$ cat config.mk
export PLATFORM = sky130hd
export DESIGN_NAME = entropy_collector
export DESIGN_NICKNAME = d
export VERILOG_FILES = /design/src/rtl/entropy_pkg.sv /design/src/rtl/bit_synchronizer.sv /design/src/rtl/entropy_collector.sv
export SDC_FILE = /design/constraint.sdc
export NUM_CORES = 1
export LEC_CHECK = 0
export CAP_MARGIN = 5
export CELL_PAD_IN_SITES_DETAIL_PLACEMENT = 1
export CELL_PAD_IN_SITES_GLOBAL_PLACEMENT = 2
export CORE_ASPECT_RATIO = 0.8
export CORE_MARGIN = 5
export CORE_UTILIZATION = 34
export DETAILED_ROUTE_END_ITERATION = 7
export GPL_TIMING_DRIVEN = 0
export PLACE_DENSITY_LB_ADDON = 0.12
export REMOVE_ABC_BUFFERS = 1
export SLEW_MARGIN = 20
export SYNTH_ARGS = -nofsm -noshare
export SYNTH_HDL_FRONTEND = slang
export SYNTH_SLANG_ARGS = --single-unit
$ cat constraint.sdc
create_clock -name clk -period 2.2 [get_ports clk]
set_clock_uncertainty 0.15 [all_clocks]
set_input_delay 0.22 -clock clk [delete_from_list [all_inputs] [get_ports clk]]
set_output_delay 0.22 -clock clk [all_outputs]
set_load 0.1 [all_outputs]
$ cat src/rtl/entropy_pkg.sv
// Shared types and default sizing for the entropy collector.
package entropy_pkg;

  localparam int DEF_WORD_WIDTH = 32;
  localparam int DEF_SAMPLE_DIV = 4;
  localparam int DEF_RCT_CUTOFF = 16;

  typedef enum logic [1:0] {
    ST_IDLE    = 2'd0,
    ST_COLLECT = 2'd1,
    ST_FULL    = 2'd2,
    ST_FAIL    = 2'd3
  } ec_state_e;

  // Counter width helper that never returns 0 bits.
  function automatic int clog2_min1(input int v);
    return (v <= 2) ? 1 : $clog2(v);
  endfunction

endpackage

$ cat src/rtl/bit_synchronizer.sv
// Two-flop synchronizer for a single asynchronous bit.
module bit_synchronizer (
  input  logic clk,
  input  logic rst_n,
  input  logic d,
  output logic q
);

  logic meta;

  always_ff @(posedge clk or negedge rst_n) begin
    if (!rst_n) begin
      meta <= 1'b0;
      q    <= 1'b0;
    end else begin
      meta <= d;
      q    <= meta;
    end
  end

endmodule

$ cat src/rtl/entropy_collector.sv
// Samples a raw oscillator bit, Von Neumann debiases it and packs words for a
// valid/ready consumer. Define ENTROPY_HEALTH_EN to add the repetition-count test.
module entropy_collector
  import entropy_pkg::*;
#(
  parameter int WORD_WIDTH = DEF_WORD_WIDTH,
  parameter int SAMPLE_DIV = DEF_SAMPLE_DIV,
  parameter int RCT_CUTOFF = DEF_RCT_CUTOFF
) (
  input  logic                  clk,
  input  logic                  rst_n,
  input  logic                  en,
  input  logic                  raw_bit,
  output logic                  out_valid,
  input  logic                  out_ready,
  output logic [WORD_WIDTH-1:0] out_data,
  output logic                  health_fail,
  input  logic                  health_clr
);

  localparam int DIV_W = clog2_min1(SAMPLE_DIV);
  localparam int CNT_W = clog2_min1(WORD_WIDTH);

  ec_state_e             state;
  logic [DIV_W-1:0]      div_cnt;
  logic [CNT_W-1:0]      bit_cnt;
  logic [WORD_WIDTH-1:0] acc;
  logic [WORD_WIDTH-1:0] acc_next;
  logic                  pair_phase;
  logic                  first_bit;
  logic                  raw_s;
  logic                  strobe;
  logic                  emit;
  logic                  word_done;
  logic                  rct_trip;

  bit_synchronizer u_sync (
    .clk   (clk),
    .rst_n (rst_n),
    .d     (raw_bit),
    .q     (raw_s)
  );

  // Sampling only happens in COLLECT with en still high; a drop of en wins.
  assign strobe    = (state == ST_COLLECT) && en && (div_cnt == DIV_W'(SAMPLE_DIV - 1));
  assign emit      = strobe && pair_phase && (first_bit != raw_s);
  assign acc_next  = {acc[WORD_WIDTH-2:0], first_bit};
  assign word_done = emit && (bit_cnt == CNT_W'(WORD_WIDTH - 1));

`ifdef ENTROPY_HEALTH_EN
  localparam int RUN_W = $clog2(RCT_CUTOFF + 1);

  logic [RUN_W-1:0] run_cnt;
  logic [RUN_W-1:0] run_next;
  logic             last_sample;

  assign run_next = ((run_cnt != '0) && (raw_s == last_sample)) ? run_cnt + 1'b1 : RUN_W'(1);
  assign rct_trip = strobe && (run_next == RUN_W'(RCT_CUTOFF));

  // The run counter spans IDLE/FULL gaps; only a clear or reset restarts it.
  always_ff @(posedge clk or negedge rst_n) begin
    if (!rst_n) begin
      health_fail <= 1'b0;
      run_cnt     <= '0;
      last_sample <= 1'b0;
    end else if ((state == ST_FAIL) && health_clr) begin
      health_fail <= 1'b0;
      run_cnt     <= '0;
    end else begin
      if (rct_trip) health_fail <= 1'b1;
      if (strobe) begin
        run_cnt     <= run_next;
        last_sample <= raw_s;
      end
    end
  end
`else
  logic unused_health_clr;

  assign unused_health_clr = health_clr;
  assign rct_trip          = 1'b0;
  assign health_fail       = 1'b0;
`endif

  always_ff @(posedge clk or negedge rst_n) begin
    if (!rst_n) begin
      state      <= ST_IDLE;
      div_cnt    <= '0;
      bit_cnt    <= '0;
      acc        <= '0;
      pair_phase <= 1'b0;
      first_bit  <= 1'b0;
      out_valid  <= 1'b0;
      out_data   <= '0;
    end else begin
      case (state)
        ST_IDLE: begin
          if (en) begin
            state   <= ST_COLLECT;
            div_cnt <= '0;
          end
        end

        ST_COLLECT: begin
          if (!en || rct_trip) begin
            state      <= en ? ST_FAIL : ST_IDLE;
            div_cnt    <= '0;
            bit_cnt    <= '0;
            acc        <= '0;
            pair_phase <= 1'b0;
            out_valid  <= 1'b0;
          end else begin
            div_cnt <= strobe ? '0 : div_cnt + 1'b1;
            if (strobe && !pair_phase) begin
              pair_phase <= 1'b1;
              first_bit  <= raw_s;
            end else if (strobe) begin
              pair_phase <= 1'b0;
              if (emit) begin
                acc <= acc_next;
                if (word_done) begin
                  out_data  <= acc_next;
                  out_valid <= 1'b1;
                  bit_cnt   <= '0;
                  state     <= ST_FULL;
                end else begin
                  bit_cnt <= bit_cnt + 1'b1;
                end
              end
            end
          end
        end

        ST_FULL: begin
          if (!en || (out_valid && out_ready)) begin
            state      <= en ? ST_COLLECT : ST_IDLE;
            div_cnt    <= '0;
            bit_cnt    <= '0;
            acc        <= '0;
            pair_phase <= 1'b0;
            out_valid  <= 1'b0;
          end
        end

`ifdef ENTROPY_HEALTH_EN
        ST_FAIL: begin
          if (health_clr) state <= ST_IDLE;
        end
`endif

        default: state <= ST_IDLE;
      endcase
    end
  end

endmodule

==> impl_metrics.py <==
metrics = {
    "yosys": {
        "synth-simple-area-share_pct": 7.31,
        "synth.distinct_cells": 35,
        "synth_edf_count": 0,
        "synthAdderAreaFrac_pct": 2.57,
        "post_synth.cell_area_avg_um2": 12.3,
        "synth.area.top_cells": "dfrtp_1, mux2_2, mux2i_1",
        "synthFlopType": "dfrtp_1",
        "yosys.area_share.xor_xnor_pct": 0.478,
        "async_flop_share_pct": 100,
        "ys_ff_latch": 77,
        "synth_mux_area_share_pct": 21.6,
        "synth-seq-area-share_pct": 56.6,
        "synthCells": 276,
        "ys_warn_count": 0,
        "netlist.top_cell.by_area": "dfrtp_1",
        "synth_compound_area_share_pct": 3.31,
        "synth.cell_area_um2": 3400,
        "yosysTopAreaCellShare_pct": 56.6,
        "synth_top_family_by_area": "multiplexers",
    },
    "cts": {
        "cts_tree": "done",
        "clock_sinks": 77,
        "clockBufferDepth": 2,
        "cts.clk_slew.worst_paths_ps": 60,
        "cts_made_buffers": 9,
        "root_buffer": "clkbuf_16",
        "cts_htree_levels": 3,
        "worstSkewPairLatency_ps": 330,
    },
    "setup_path": {
        "crit_path_max_incr_delay_ps": 440,
        "cp_max_fo": 9,
        "crit_family": "buffers and inverters",
        "start_kind": "flip-flop",
        "critPathBufInv": 4,
        "cp.required_ps": 2260,
        "worstSetupPathType": "flip-flop to flip-flop",
        "crit_chain": "inv_1 -> ha_2 -> nand2_2 -> buf_4 -> nor3b_4 -> buf_6 -> buf_6 -> mux2_2",
        "cp-end-kind": "flip-flop",
        "crit_top_cell": "buf_6",
        "cp_slowest_cell": "dfrtp_2",
        "cp.arrival_ps": 2180,
    },
    "floorplanning": {
        "io_pins": 40,
        "core-area_um2": 9730,
        "fp.dieW_um": 122,
        "rows": 32,
        "dieArea_um2": 12100,
        "start_util_pct": 35.0,
        "chipHeight_um": 99.5,
    },
    "power": {
        "ir_drop_v": 0.000531,
        "p_leak_nw": 2.56,
        "power_density_nw_per_um2": 846,
    },
    "detailed_routing": {
        "via_per_inst": 4.55,
        "dr_total_vias": 2144,
        "drt_iter0_drc": 37,
        "firstDrtPassIters": 4,
        "routed_wl_um": 6870,
        "drc_errors": 0,
        "wl_per_cell_um": 14.6,
        "ant_nets": 0,
    },
    "cells_and_area": {
        "final_area_um2": 4520,
        "multiInputGateArea_um2": 1300,
        "final_common_cell": "dfrtp_1",
        "final.fill_count": 1025,
        "drive_above_1_share_pct": 26.6,
        "syn_to_final_growth_pct": 32.7,
        "finalNetCount": 343,
        "insertedDiodeCount": 0,
        "ff_latch_area_um2": 1930,
        "layout_common_cells": "dfrtp_1, inv_1, mux2_2",
    },
    "timing": {
        "slew_headroom_pct": 35.4,
        "worst_pin_slew_ps": 967,
        "finalCritPeriodShare_pct": 96.2,
        "max_freq_ghz": 0.472,
        "hold_viol": 0,
        "finalSetupViolations": 0,
        "whs_ps": 196,
        "min_period_ps": 2120,
        "finalMaxSlewViolations": 0,
    },
    "place": {
        "dpl.hpwl_um": 4640,
        "portBuffers": 37,
        "gp_congestion": 0.682,
        "place_area_um2": 3980,
    },
    "global_route": {
        "grt.overflow.total": 0,
        "antenna_found_initial": 0,
        "grt_pass1_wl_um": 11700,
        "grt_start_max_net_pins": 44,
        "grt_pass1_vias": 2329,
        "grt.total_usage_pct": 12.4,
    },
    "min_path": {
        "hold_path_class": "flip-flop to flip-flop",
    },
    "job": {
        "maxCapViolations": 0,
    },
    "status": {
        "status": "finished, final reports clean",
    },
}
where the power goes:
part / internal [mW] / switching (mW)
logic: 0.407 / 0.372
registers: 1.47 / 0.0478
clock network: 0.970 / 0.560
total: 2.84 / 0.980
cell type report:
type,count,share of cell area (%)
flip-flops and latches,77,42.7
clock inverters,3,0.942
multi-input cells,148,28.7
clock buffers,13,5.98
well taps,136,3.77
repair buffers,56,14.8
inverters,38,3.16
Yosys cell counts, types with 2 or more instances:
| library cell | instances |
|---|---|
| a211oi_1 | 2 |
| a21o_2 | 2 |
| a21oi_1 | 2 |
| and3_1 | 2 |
| buf_12 | 3 |
| buf_2 | 4 |
| dfrtp_1 | 77 |
| dlygate4sd1_1 | 3 |
| ha_1 | 7 |
| inv_1 | 38 |
| mux2_2 | 37 |
| mux2i_1 | 32 |
| nand2_1 | 36 |
| nand3_1 | 3 |
| nor2_1 | 4 |
| nor3b_1 | 2 |
| nor4bb_1 | 2 |
| o21ai_0 | 2 |
| or3_1 | 2 |
state kept, by name, summed over array words and instances (netlist names):
register / flops
out_data: 32
acc: 31
state: 2
bit_cnt: 5
out_valid: 1
div_cnt: 2
u_sync.q: 1
pair_phase: 1
first_bit: 1
u_sync.meta: 1
worst paths after layout:
kind | start | endpoint | slack (ps) | depth (start not counted)
max | state[1] | out_data[27] | 80 | 8
min | u_sync.meta | u_sync.q | 200 | 0
max reg2reg | state[1] | out_data[27] | 80 | 8
min reg2reg | u_sync.meta | u_sync.q | 200 | 0
max in group asynchronous | rst_n | out_data[10] | 1010 | 3
min in group asynchronous | rst_n | out_data[31] | 290 | 2
logic make-up (layout without fill, tap and decap cells):
group                    count (synthesis)  in the layout
flip-flops                              77             77
multiplexers                            69             69
AO/OA/AOI/OAI                           15             15
XOR/XNOR                                 1              1
other                                    1              1
buffers and inverters                   51            110
AND/OR/NAND/NOR                         55             55
adder cells (fa/ha/maj)                  7              7
per-layer routing:
| layer | GRT usage (%) | vias up | wire length (um) |
|---|---|---|---|
| met1 | 16.3 | 1084 | 3270 |
| met5 | 0 | - | 0 |
| met3 | 5.17 | 4 | 294 |
| li1 | - | 1016 | - |
| met2 | 19.0 | 40 | 3250 |
| met4 | 3.36 | 0 | 60 |
through the flow:
step	power (mW)	utilization [%]	instances	TNS (ps)	setup slack [ps]
2_1_floorplan	1.98	-	263	-102250	-2100
3_3_place_gp	2.14	39.2	436	-380480	-4360
3_5_place_dp	2.24	40.9	444	-26090	-574
4_1_cts	3.89	45.3	469	0	0.299
5_1_grt	4.03	46.4	471	-32.3	-32.3
6_report	3.82	46.4	471	0	82.6
what timing repair did:
| action | CTS | global route |
|---|---|---|
| hold buffers | 1 | 0 |
| pin swaps | 3 | 5 |
| hold endpoints to repair | 42 | 0 |
| buffers inserted | 8 | 2 |
| setup endpoints to repair | 86 | 68 |
| resized for setup | 23 | 28 |
Power figures use the tool's default switching activity.
